$ cat src/rtl/atm_txn_engine.sv
// ATM transaction responder: executes balance/withdraw/register/change-PIN requests against an internal card table.
// Optional per-card daily withdraw limit enabled by defining ATM_DAILY_LIMIT_EN.
module atm_txn_engine #(
    parameter int NUM_ACCTS   = 8,
    parameter int BAL_W       = 16,
    parameter int PIN_W       = 16,
    parameter int MAX_TRIES   = 3,
    parameter int DAILY_LIMIT = 500,
    // One spare code point so an out-of-range card id can always be presented.
    localparam int CARD_W     = $clog2(NUM_ACCTS + 1)
) (
    input  logic              clk,
    input  logic              rst_n,
    input  logic              req_valid,
    output logic              req_ready,
    input  logic [1:0]        req_op,
    input  logic [CARD_W-1:0] req_card,
    input  logic [PIN_W-1:0]  req_pin,
    input  logic [BAL_W-1:0]  req_amount,
    input  logic [PIN_W-1:0]  req_new_pin,
    input  logic              day_tick,
    output logic              resp_valid,
    input  logic              resp_ready,
    output logic [2:0]        resp_status,
    output logic [BAL_W-1:0]  resp_balance
);

    localparam int IDX_W  = (NUM_ACCTS > 1) ? $clog2(NUM_ACCTS) : 1;
    localparam int FAIL_W = $clog2(MAX_TRIES + 1);

    localparam logic [1:0] OP_BAL = 2'b00;
    localparam logic [1:0] OP_WDR = 2'b01;
    localparam logic [1:0] OP_REG = 2'b10;
    localparam logic [1:0] OP_CHG = 2'b11;

    localparam logic [2:0] ST_OK          = 3'd0;
    localparam logic [2:0] ST_BAD_PIN     = 3'd1;
    localparam logic [2:0] ST_NO_CARD     = 3'd2;
    localparam logic [2:0] ST_LOCKED      = 3'd3;
    localparam logic [2:0] ST_INSUFF      = 3'd4;
    localparam logic [2:0] ST_ALREADY_REG = 3'd5;
    localparam logic [2:0] ST_LIMIT       = 3'd6;

    typedef enum logic [1:0] {
        S_IDLE  = 2'd0,
        S_CHECK = 2'd1,
        S_EXEC  = 2'd2,
        S_RESP  = 2'd3
    } state_t;

    state_t r_state;
    state_t w_state_nxt;

    logic              r_req_ready;
    logic              r_resp_valid;
    logic [2:0]        r_resp_status;
    logic [BAL_W-1:0]  r_resp_balance;

    logic [1:0]        r_op;
    logic [CARD_W-1:0] r_card;
    logic [PIN_W-1:0]  r_pin_in;
    logic [BAL_W-1:0]  r_amount;
    logic [PIN_W-1:0]  r_new_pin;
    logic [2:0]        r_chk_status;

    logic              r_registered [NUM_ACCTS];
    logic              r_locked     [NUM_ACCTS];
    logic [FAIL_W-1:0] r_fail_cnt   [NUM_ACCTS];
    logic [BAL_W-1:0]  r_balance    [NUM_ACCTS];
    logic [PIN_W-1:0]  r_pin_tbl    [NUM_ACCTS];

    logic              w_accept;
    logic [IDX_W-1:0]  w_idx;
    logic              w_card_ok;
    logic              w_registered;
    logic              w_locked;
    logic [FAIL_W-1:0] w_fail_cnt;
    logic [FAIL_W-1:0] w_fail_inc;
    logic [BAL_W-1:0]  w_balance;
    logic [PIN_W-1:0]  w_pin_tbl;
    logic [BAL_W-1:0]  w_ok_balance;
    logic [2:0]        w_chk_status;
    logic              w_commit;
    logic              w_over_limit;

    assign req_ready    = r_req_ready;
    assign resp_valid   = r_resp_valid;
    assign resp_status  = r_resp_status;
    assign resp_balance = r_resp_balance;

    assign w_accept     = (r_state == S_IDLE) && req_valid;
    assign w_idx        = r_card[IDX_W-1:0];
    assign w_card_ok    = (r_card < CARD_W'(NUM_ACCTS));
    assign w_registered = r_registered[w_idx];
    assign w_locked     = r_locked[w_idx];
    assign w_fail_cnt   = r_fail_cnt[w_idx];
    assign w_balance    = r_balance[w_idx];
    assign w_pin_tbl    = r_pin_tbl[w_idx];
    assign w_commit     = (r_state == S_EXEC) && w_card_ok;
    assign w_fail_inc   = (w_fail_cnt == FAIL_W'(MAX_TRIES)) ? w_fail_cnt : (w_fail_cnt + FAIL_W'(1));

    // State register plus registered handshake flags derived from the next state.
    always_ff @(posedge clk or negedge rst_n) begin
        if (!rst_n) begin
            r_state      <= S_IDLE;
            r_req_ready  <= 1'b1;
            r_resp_valid <= 1'b0;
        end else begin
            r_state      <= w_state_nxt;
            r_req_ready  <= (w_state_nxt == S_IDLE);
            r_resp_valid <= (w_state_nxt == S_RESP);
        end
    end

    // Next-state logic: fixed CHECK/EXEC pipeline, RESP holds until consumed.
    always_comb begin
        w_state_nxt = r_state;
        case (r_state)
            S_IDLE: begin
                if (req_valid) begin
                    w_state_nxt = S_CHECK;
                end else begin
                    w_state_nxt = S_IDLE;
                end
            end
            S_CHECK: w_state_nxt = S_EXEC;
            S_EXEC:  w_state_nxt = S_RESP;
            S_RESP: begin
                if (resp_ready) begin
                    w_state_nxt = S_IDLE;
                end else begin
                    w_state_nxt = S_RESP;
                end
            end
            default: w_state_nxt = S_IDLE;
        endcase
    end

    // Request capture on the accept edge.
    always_ff @(posedge clk or negedge rst_n) begin
        if (!rst_n) begin
            r_op      <= 2'd0;
            r_card    <= CARD_W'(0);
            r_pin_in  <= PIN_W'(0);
            r_amount  <= BAL_W'(0);
            r_new_pin <= PIN_W'(0);
        end else if (w_accept) begin
            r_op      <= req_op;
            r_card    <= req_card;
            r_pin_in  <= req_pin;
            r_amount  <= req_amount;
            r_new_pin <= req_new_pin;
        end
    end

    // Request evaluation in priority order; register ignores PIN and lock state.
    always_comb begin
        w_chk_status = ST_OK;
        if (!w_card_ok) begin
            w_chk_status = ST_NO_CARD;
        end else if (r_op == OP_REG) begin
            if (w_registered) begin
                w_chk_status = ST_ALREADY_REG;
            end else begin
                w_chk_status = ST_OK;
            end
        end else if (!w_registered) begin
            w_chk_status = ST_NO_CARD;
        end else if (w_locked) begin
            w_chk_status = ST_LOCKED;
        end else if (w_pin_tbl != r_pin_in) begin
            w_chk_status = ST_BAD_PIN;
        end else if ((r_op == OP_WDR) && (r_amount > w_balance)) begin
            w_chk_status = ST_INSUFF;
        end else if ((r_op == OP_WDR) && w_over_limit) begin
            w_chk_status = ST_LIMIT;
        end else begin
            w_chk_status = ST_OK;
        end
    end

    // Balance reported on a successful operation.
    always_comb begin
        w_ok_balance = w_balance;
        case (r_op)
            OP_WDR:  w_ok_balance = w_balance - r_amount;
            OP_REG:  w_ok_balance = r_amount;
            OP_BAL:  w_ok_balance = w_balance;
            OP_CHG:  w_ok_balance = w_balance;
            default: w_ok_balance = w_balance;
        endcase
    end

    // Check result captured in CHECK, response fields captured in EXEC and held through RESP.
    always_ff @(posedge clk or negedge rst_n) begin
        if (!rst_n) begin
            r_chk_status   <= ST_OK;
            r_resp_status  <= ST_OK;
            r_resp_balance <= BAL_W'(0);
        end else begin
            if (r_state == S_CHECK) begin
                r_chk_status <= w_chk_status;
            end
            if (r_state == S_EXEC) begin
                r_resp_status  <= r_chk_status;
                r_resp_balance <= (r_chk_status == ST_OK) ? w_ok_balance : BAL_W'(0);
            end
        end
    end

    // Account table commit in EXEC.
    always_ff @(posedge clk or negedge rst_n) begin
        if (!rst_n) begin
            for (int i = 0; i < NUM_ACCTS; i++) begin
                r_registered[i] <= 1'b0;
                r_locked[i]     <= 1'b0;
                r_fail_cnt[i]   <= FAIL_W'(0);
                r_balance[i]    <= BAL_W'(0);
                r_pin_tbl[i]    <= PIN_W'(0);
            end
        end else if (w_commit) begin
            case (r_chk_status)
                ST_OK: begin
                    case (r_op)
                        OP_REG: begin
                            r_registered[w_idx] <= 1'b1;
                            r_locked[w_idx]     <= 1'b0;
                            r_fail_cnt[w_idx]   <= FAIL_W'(0);
                            r_pin_tbl[w_idx]    <= r_pin_in;
                            r_balance[w_idx]    <= r_amount;
                        end
                        OP_WDR: begin
                            r_balance[w_idx]  <= w_balance - r_amount;
                            r_fail_cnt[w_idx] <= FAIL_W'(0);
                        end
                        OP_CHG: begin
                            r_pin_tbl[w_idx]  <= r_new_pin;
                            r_fail_cnt[w_idx] <= FAIL_W'(0);
                        end
                        default: r_fail_cnt[w_idx] <= FAIL_W'(0);
                    endcase
                end
                ST_BAD_PIN: begin
                    r_fail_cnt[w_idx] <= w_fail_inc;
                    if (w_fail_inc == FAIL_W'(MAX_TRIES)) begin
                        r_locked[w_idx] <= 1'b1;
                    end
                end
                ST_INSUFF, ST_LIMIT: r_fail_cnt[w_idx] <= FAIL_W'(0);
                default: ;
            endcase
        end
    end

`ifdef ATM_DAILY_LIMIT_EN
    logic [BAL_W-1:0] r_day_total [NUM_ACCTS];
    logic [BAL_W:0]   w_day_sum;

    assign w_day_sum    = {1'b0, r_day_total[w_idx]} + {1'b0, r_amount};
    assign w_over_limit = (w_day_sum > (BAL_W + 1)'(DAILY_LIMIT));

    // Daily withdraw totals; the day boundary clear wins over a same-cycle commit.
    always_ff @(posedge clk or negedge rst_n) begin
        if (!rst_n) begin
            for (int i = 0; i < NUM_ACCTS; i++) begin
                r_day_total[i] <= BAL_W'(0);
            end
        end else if (day_tick) begin
            for (int i = 0; i < NUM_ACCTS; i++) begin
                r_day_total[i] <= BAL_W'(0);
            end
        end else if (w_commit && (r_chk_status == ST_OK) && (r_op == OP_WDR)) begin
            r_day_total[w_idx] <= w_day_sum[BAL_W-1:0];
        end
    end
`else
    localparam int unused_daily_limit = DAILY_LIMIT;
    logic w_unused_day_tick;

    assign w_unused_day_tick = day_tick;
    assign w_over_limit      = 1'b0;
`endif

endmodule

$ cat config.mk
export PLATFORM = sky130hd
export DESIGN_NAME = atm_txn_engine
export DESIGN_NICKNAME = d
export VERILOG_FILES = /design/src/rtl/atm_txn_engine.sv
export SDC_FILE = /design/constraint.sdc
export NUM_CORES = 1
export LEC_CHECK = 0
export CELL_PAD_IN_SITES_DETAIL_PLACEMENT = 0
export CELL_PAD_IN_SITES_GLOBAL_PLACEMENT = 1
export CORE_MARGIN = 2
export CORE_UTILIZATION = 41
export DETAILED_ROUTE_END_ITERATION = 16
export GPL_TIMING_DRIVEN = 1
export PLACE_DENSITY = 0.72
export SYNTH_ARGS = -nofsm -noshare
export SYNTH_HDL_FRONTEND = slang
export SYNTH_SLANG_ARGS = --single-unit
$ cat constraint.sdc
create_clock -name clk -period 5.4 [get_ports clk]
set_input_delay 0.81 -clock clk [delete_from_list [all_inputs] [get_ports clk]]
set_output_delay 0.81 -clock clk [all_outputs]
set_load 0.05 [all_outputs]
==> reports/summary.txt, run 1 <==
CP endpoint kind: register
DP Wirelength: 27.88 mm
R2R Path Start: r_card[2]
sequential cell area fraction in the yosys report: 54.70%
max-cap violation count: 0
layout overhead on the synthesized area: 16.10%
WL met1: 19.21 mm
R2R cell count: 13
CP Class: reg2reg
detailed-route wire length: 43.84 mm
H-tree levels: 2
Leakage Power: 8.609 nW
PnR worst setup slack: 0.9185 ns
FP Rows: 74
post-layout util: 48.09%
initial DRC count: 704
Mapped Area: 16840 µm²
WP data arrival: 4.90 ns
Die ar.: 42700 µm²
Synth cell types: 64
Reg power frac: 37.4%
antenna viol nets, final: 0
routed via count: 12130
TritonRoute pass-1 iters: 5
I/O pins: 80
Clk pwr share: 23.0%
highest routed layer: met4
initial antenna violation count: 0
routed wl met2: 21.08 mm
IO Port Bufs: 78
DRC: 0
Synthesis Warnings: 0
achievable frequency: 0.2231 GHz
R2R setup slack: 0.92 ns
post-route setup TNS: 0 ns
Core Area: 40650 µm²
Hold Path Class: in2async
clock slew seen by the registers of the worst setup and hold paths: 0.06 ns
Initial Util: 41.42%
Synth Register Bits: 368
vias in the first global route: 12180
# hold bufs at CTS: 0
Critical Path Fanout Max: 16
CTS sink cnt: 368
CTS buffer count: 40
Sw Ratio: 39.52%
Tightest Pin Transition: 1.075 ns
overall global routing resource usage: 21.19%
Synthesized Nets: 1658
clk buf depth: 3
first-pass GRT wire length: 69.67 mm
CTS resizes: 0
largest net degree at the start of global routing: 95
Final #Nets: 1719
combinational power share: 39.6%
DR WL met3: 1.958 mm
dpl ws: 0.9364 ns
gr ovfl total: 0
Setup Fix Bufs, Post-CTS: 0
CTS Root Buffer Type: clkbuf_16
highest-count cells in the layout ignoring fill and taps: 364 x dfrtp_1, 325 x nand2_1, 274 x o21ai_0
VDD IR max: 0.2819 mV
WL per Instance: 19.93 µm
Hold Vio Cnt, Final: 0
Avg Inst Size Synth: 10.67 µm²
cell internal pwr: 0.007094 W
R2R Path End: r_balance[61]
most common cell after layout, fill and taps aside: dfrtp_1
CTS tree: yes
CP Data Required Time: 5.82 ns
Main synth FF type: dfrtp_1
status: finished clean
max_slew headroom: 27.60%
die span in x: 206.6 µm
post-layout min period: 4.481 ns
Via density: 5.515
startpoint class of the critical path: register
Skew-Pair Late Insertion Delay: 0.55 ns
EDFF count, synth: 0
Final Cycle Share: 82.99%
layout cell share with drive strength beyond 1: 13.07%
Post-synth ARST share: 100.0%
Die H: 206.6 µm
GPL Wtd Cong: 0.7883
sw power: 0.004636 W
Synth Instances: 1578
Ant. Diodes: 0
Pwr per Cell Area: 600.1 nW/µm²
skew final: 0.01975 ns
Final setup viols: 0
RSZ-0062 raised after global routing: no
Slew Limit Fails: 0
-- power by group through the flow --
stage / registers (W) / clock network [W] / logic [W]
CTS: 0.00438 / 0.00277 / 0.00468
finish: 0.00439 / 0.00270 / 0.00464
floorplan: 0.00438 / 0 / 0.00314
detailed placement: 0.00443 / 0 / 0.00467
global route: 0.00451 / 0.00288 / 0.00516
global placement: 0.00439 / 0 / 0.00460
-- layer usage --
metal / track usage [%] / up-vias
met5: 0 / -
met4: 8.291 / 0
met3: 2.967 / 88
met2: 35.38 / 274
met1: 28.03 / 6032
li1: - / 5739
-- critical path, stage by stage (launching register included) --
cell and delay [ns]:
dfrtp_2 0.60, nor2b_1 0.38, and2_1 0.50, a22oi_1 0.16, nand4_1 0.21, ha_1 0.30, o21ai_0 0.28, nand2b_1 0.10
o211a_1 0.18, a211o_1 0.34, a211o_1 0.34, a2111oi_0 0.38, a41o_1 0.42, o31ai_1 0.16
-- kinds of logic (layout without fill, tap and decap cells) --
group	count (synthesis)	in the layout	synth area share, %
adder cells (fa/ha/maj)	21	21	1.605
AO/OA/AOI/OAI	466	466	16.63
XOR/XNOR	23	23	1.196
buffers and inverters	132	222	3.225
flip-flops	368	368	54.70
multiplexers	148	148	12.11
AND/OR/NAND/NOR	420	420	10.52
-- layout make-up --
cell class	instances	area, µm²
Inverter	25	93.84
Clock inverter	9	100.1
Multi-Input combinational cell	1078	7106
Timing Repair Buffer	126	1171
Sequential cell	368	9216
Fill cell	3711	21100
Clock buffer	62	1194
Tap cell	532	665.6
-- per-stage QoR --
stage | power (W) | instance area [µm²] | hold WS, ns | std cells
after floorplan | 0.007515 | 16840 | 0.4271 | 1578
after global placement | 0.008990 | 18250 | 0.4378 | 2129
after detailed placement | 0.009099 | 18250 | 0.4444 | 2129
after CTS | 0.01184 | 19550 | 0.3101 | 2200
after global routing | 0.01255 | 19550 | 0.3422 | 2200
final | 0.01173 | 19550 | 0.2640 | 2200
-- state kept, by name, indices dropped and copies added (netlist names), named ones only --
| register | cells |
|---|---|
| resp_valid | 1 |
| req_ready | 1 |
| r_pin_in | 16 |
| r_new_pin | 16 |
| r_card | 4 |
| r_state | 2 |
| r_op | 2 |
| r_registered | 8 |
| r_amount | 16 |
| r_chk_status | 3 |
| r_balance | 128 |
| resp_status | 3 |
| r_fail_cnt | 16 |
| resp_balance | 16 |
| r_pin_tbl | 128 |
-- worst max-delay path by stage --
| stage | from | end | slack (ns) |
|---|---|---|---|
| 2_1_floorplan | r_card[0] | r_balance[109] | 1.33 |
| 3_3_place_gp | r_card[2] | r_balance[77] | 1.02 |
| 3_5_place_dp | r_card[0] | r_balance[61] | 0.94 |
| 4_1_cts | r_card[0] | r_balance[61] | 0.93 |
| 5_1_grt | r_card[2] | r_balance[45] | 0.58 |
| 6_report | r_card[2] | r_balance[61] | 0.92 |
-- synth_stat cells (all sizes together) (2+ instances only) --
master     n  area [µm²]
a2111oi    2       18.77
a211o      2       17.52
a21boi     7       52.55
a21o      11       82.58
a21oi     29       145.1
a221o      8       80.08
a221oi     4       35.03
a22o       9       78.83
a22oi     59       442.9
a32o       4       40.04
a41oi     10       87.58
and2       3       18.77
and3       4       25.02
buf       21       126.4
clkbuf    86       322.8
dfrtp    367        9184
ha        20       250.2
inv       25       93.84
mux2      65       732.0
mux2i     47       470.5
mux4      36       837.1
nand2    325        1220
nand2b     7       43.79
nand3     11       55.05
nand4     11       68.82
nor2      25       93.84
nor2b      5       31.28
nor3       9       60.06
nor3b      5       47.54
nor4       5       37.53
o211ai     5       37.54
o21a       7       52.55
o21ai    283        1416
o31ai     18       140.1
or3        5       31.28
xnor2     19       166.4
xor2       4       35.03
No activity file was read; power rests on OpenSTA's default activity.
==> run 2, diff against run 1 <==
--- a/config.mk
+++ b/config.mk
@@ -11,7 +11,7 @@
 export CORE_UTILIZATION = 41
 export DETAILED_ROUTE_END_ITERATION = 16
 export GPL_TIMING_DRIVEN = 1
-export PLACE_DENSITY = 0.72
+export PLACE_DENSITY = 0.75
 export SYNTH_ARGS = -nofsm -noshare
 export SYNTH_HDL_FRONTEND = slang
 export SYNTH_SLANG_ARGS = --single-unit
==> constraint.sdc (replaced) <==
create_clock -name clk -period 3.6 [get_ports clk]
set_input_delay 0.54 -clock clk [delete_from_list [all_inputs] [get_ports clk]]
set_output_delay 0.54 -clock clk [all_outputs]
set_load 0.05 [all_outputs]
==> reports/summary.txt, run 2 (same netlist as run 1, synthesis figures left out) <==
placed insts: 2207
Die ar.: 42700 µm²
Core Area: 40650 µm²
violated checks: setup timing
final instance area: 20760 µm²
max_slew headroom: 25.11%
Leakage Power: 9.187 nW
status: finished with violations
CTS tree: yes
initial DRC count: 740
CTS buffer count: 40
DRC: 0
first-pass GRT wire length: 71.72 mm
Ant. Diodes: 0
Pwr per Cell Area: 931.1 nW/µm²
RSZ-0062 raised after global routing: yes
CP endpoint kind: register
detailed-route wire length: 45.54 mm
total power: 0.01933 W
Slew Limit Fails: 0
GPL Wtd Cong: 0.8030
CTS Root Buffer Type: clkbuf_16
Crit path largest cell delay: 0.52 ns
IO Port Bufs: 78
antenna viol nets, final: 0
Crit-path slowest cell: dfrtp_4
Hold Vio Cnt, Final: 0
Final Cycle Share: 107.6%
Critical Path Fanout Max: 8
WL per Instance: 19.92 µm
most common cell after layout, fill and taps aside: dfrtp_1
I/O pins: 80
WP data arrival: 4.26 ns
skew final: 0.01784 ns
# hold bufs at CTS: 0
placed inst area: 18960 µm²
final cell count without fillers: 2286
VDD IR max: 0.4643 mV
top flop regs: r_balance: 128 flops, r_pin_tbl: 128 flops
clock slew seen by the registers of the worst setup and hold paths: 0.06 ns
H-tree levels: 2
initial antenna violation count: 0
CP Data Required Time: 3.99 ns
Initial Util: 41.42%
layout overhead on the synthesized area: 23.32%
Hold Path Class: in2async
routed via count: 12480
gr ovfl total: 0
largest delay contributor family on the critical path: compound AO/OA/AOI/OAI gates
Skew-Pair Late Insertion Delay: 0.54 ns
Final setup viols: 57
TritonRoute pass-1 iters: 5
Tightest Pin Transition: 1.116 ns
worst path cell trace: buf_6 -> and3b_2 -> a22o_1 -> a221oi_2 -> nand3_2 -> ha_4 -> or3_4 -> o211a_1 -> a211o_1 -> a211o_1 -> a2111oi_4 -> a41o_1 -> buf_12 -> o31ai_2
overall global routing resource usage: 21.68%
Die H: 206.6 µm
startpoint class of the critical path: register
Via density: 5.457
layout cell share with drive strength beyond 1: 21.84%
vias in the first global route: 12760
Final #Nets: 1808
post-layout min period: 3.874 ns
clk buf depth: 3
DP Wirelength: 29.74 mm
CP most frequent cell: a211o_1
largest net degree at the start of global routing: 96
max-cap violation count: 0
PnR worst setup slack: -0.2741 ns
WP buf/inv: 2
CTS sink cnt: 368
achievable frequency: 0.2581 GHz
CP Class: reg2reg
highest-count cells in the layout ignoring fill and taps: 364 x dfrtp_1, 325 x nand2_1, 237 x o21ai_0
die span in x: 206.6 µm
FP Rows: 74
==> run 2: cell type report <==
cell class                      count  area, µm²
Clock buffer                       58       1190
Fill cell                        3601      19880
Inverter                           25      93.84
Clock inverter                     10      53.80
Timing Repair Buffer              215       1964
Multi-Input combinational cell   1078       7579
Tap cell                          532      665.6
Sequential cell                   368       9216
==> run 2: layer usage <==
metal,routed length [µm],GRT usage [%],up-vias
met3,1722,3.155,91
met5,0,0,-
met4,1638,8.801,0
met1,20040,28.26,6204
li1,-,-,5940
met2,22140,36.42,240
==> run 2: timing repair <==
action                                  4_1_cts  5_1_grt
gates resized for setup                      63       69
gates cloned                                  0        0
setup buffers                                 6        5
pin swaps                                    14       24
endpoints found under the setup margin       77       86
==> run 2: final timing paths <==
kind / startpoint / to / slack (ns) / depth (start not counted)
hold / removal: rst_n / r_balance[101] / 0.02 / 1
setup / recovery: r_card[0] / r_balance[61] / -0.27 / 14
setup reg to reg: r_card[0] / r_balance[61] / -0.27 / 14
max in group asynchronous: rst_n / r_pin_tbl[109] / 2.64 / 2
min in group clk: r_registered[6] / r_registered[6] / 0.46 / 1
hold reg to reg: r_registered[6] / r_registered[6] / 0.46 / 1
==> run 2: stage by stage <==
step / TNS, ns / utilization, % / setup slack, ns / hold WS [ns]
floorplan: -1.170 / - / -0.1366 / 0.2444
global placement: -14.03 / 46.65 / -0.3520 / 0.4371
detailed placement: -14.32 / 46.65 / -0.3179 / 0.4444
CTS: -4.761 / 50.26 / -0.2203 / 0.05940
global route: -17.57 / 51.08 / -0.3937 / 0.09479
finish: -8.497 / 51.08 / -0.2741 / 0.01854
==> run 2: power breakdown <==
group / switching (W) / internal, W / leakage [nW]
Combinational: 0.00507 / 0.00381 / 3.61
Clock: 0.00164 / 0.00228 / 0.625
Sequential: 0.000926 / 0.00560 / 4.95
Total: 0.00764 / 0.0117 / 9.19
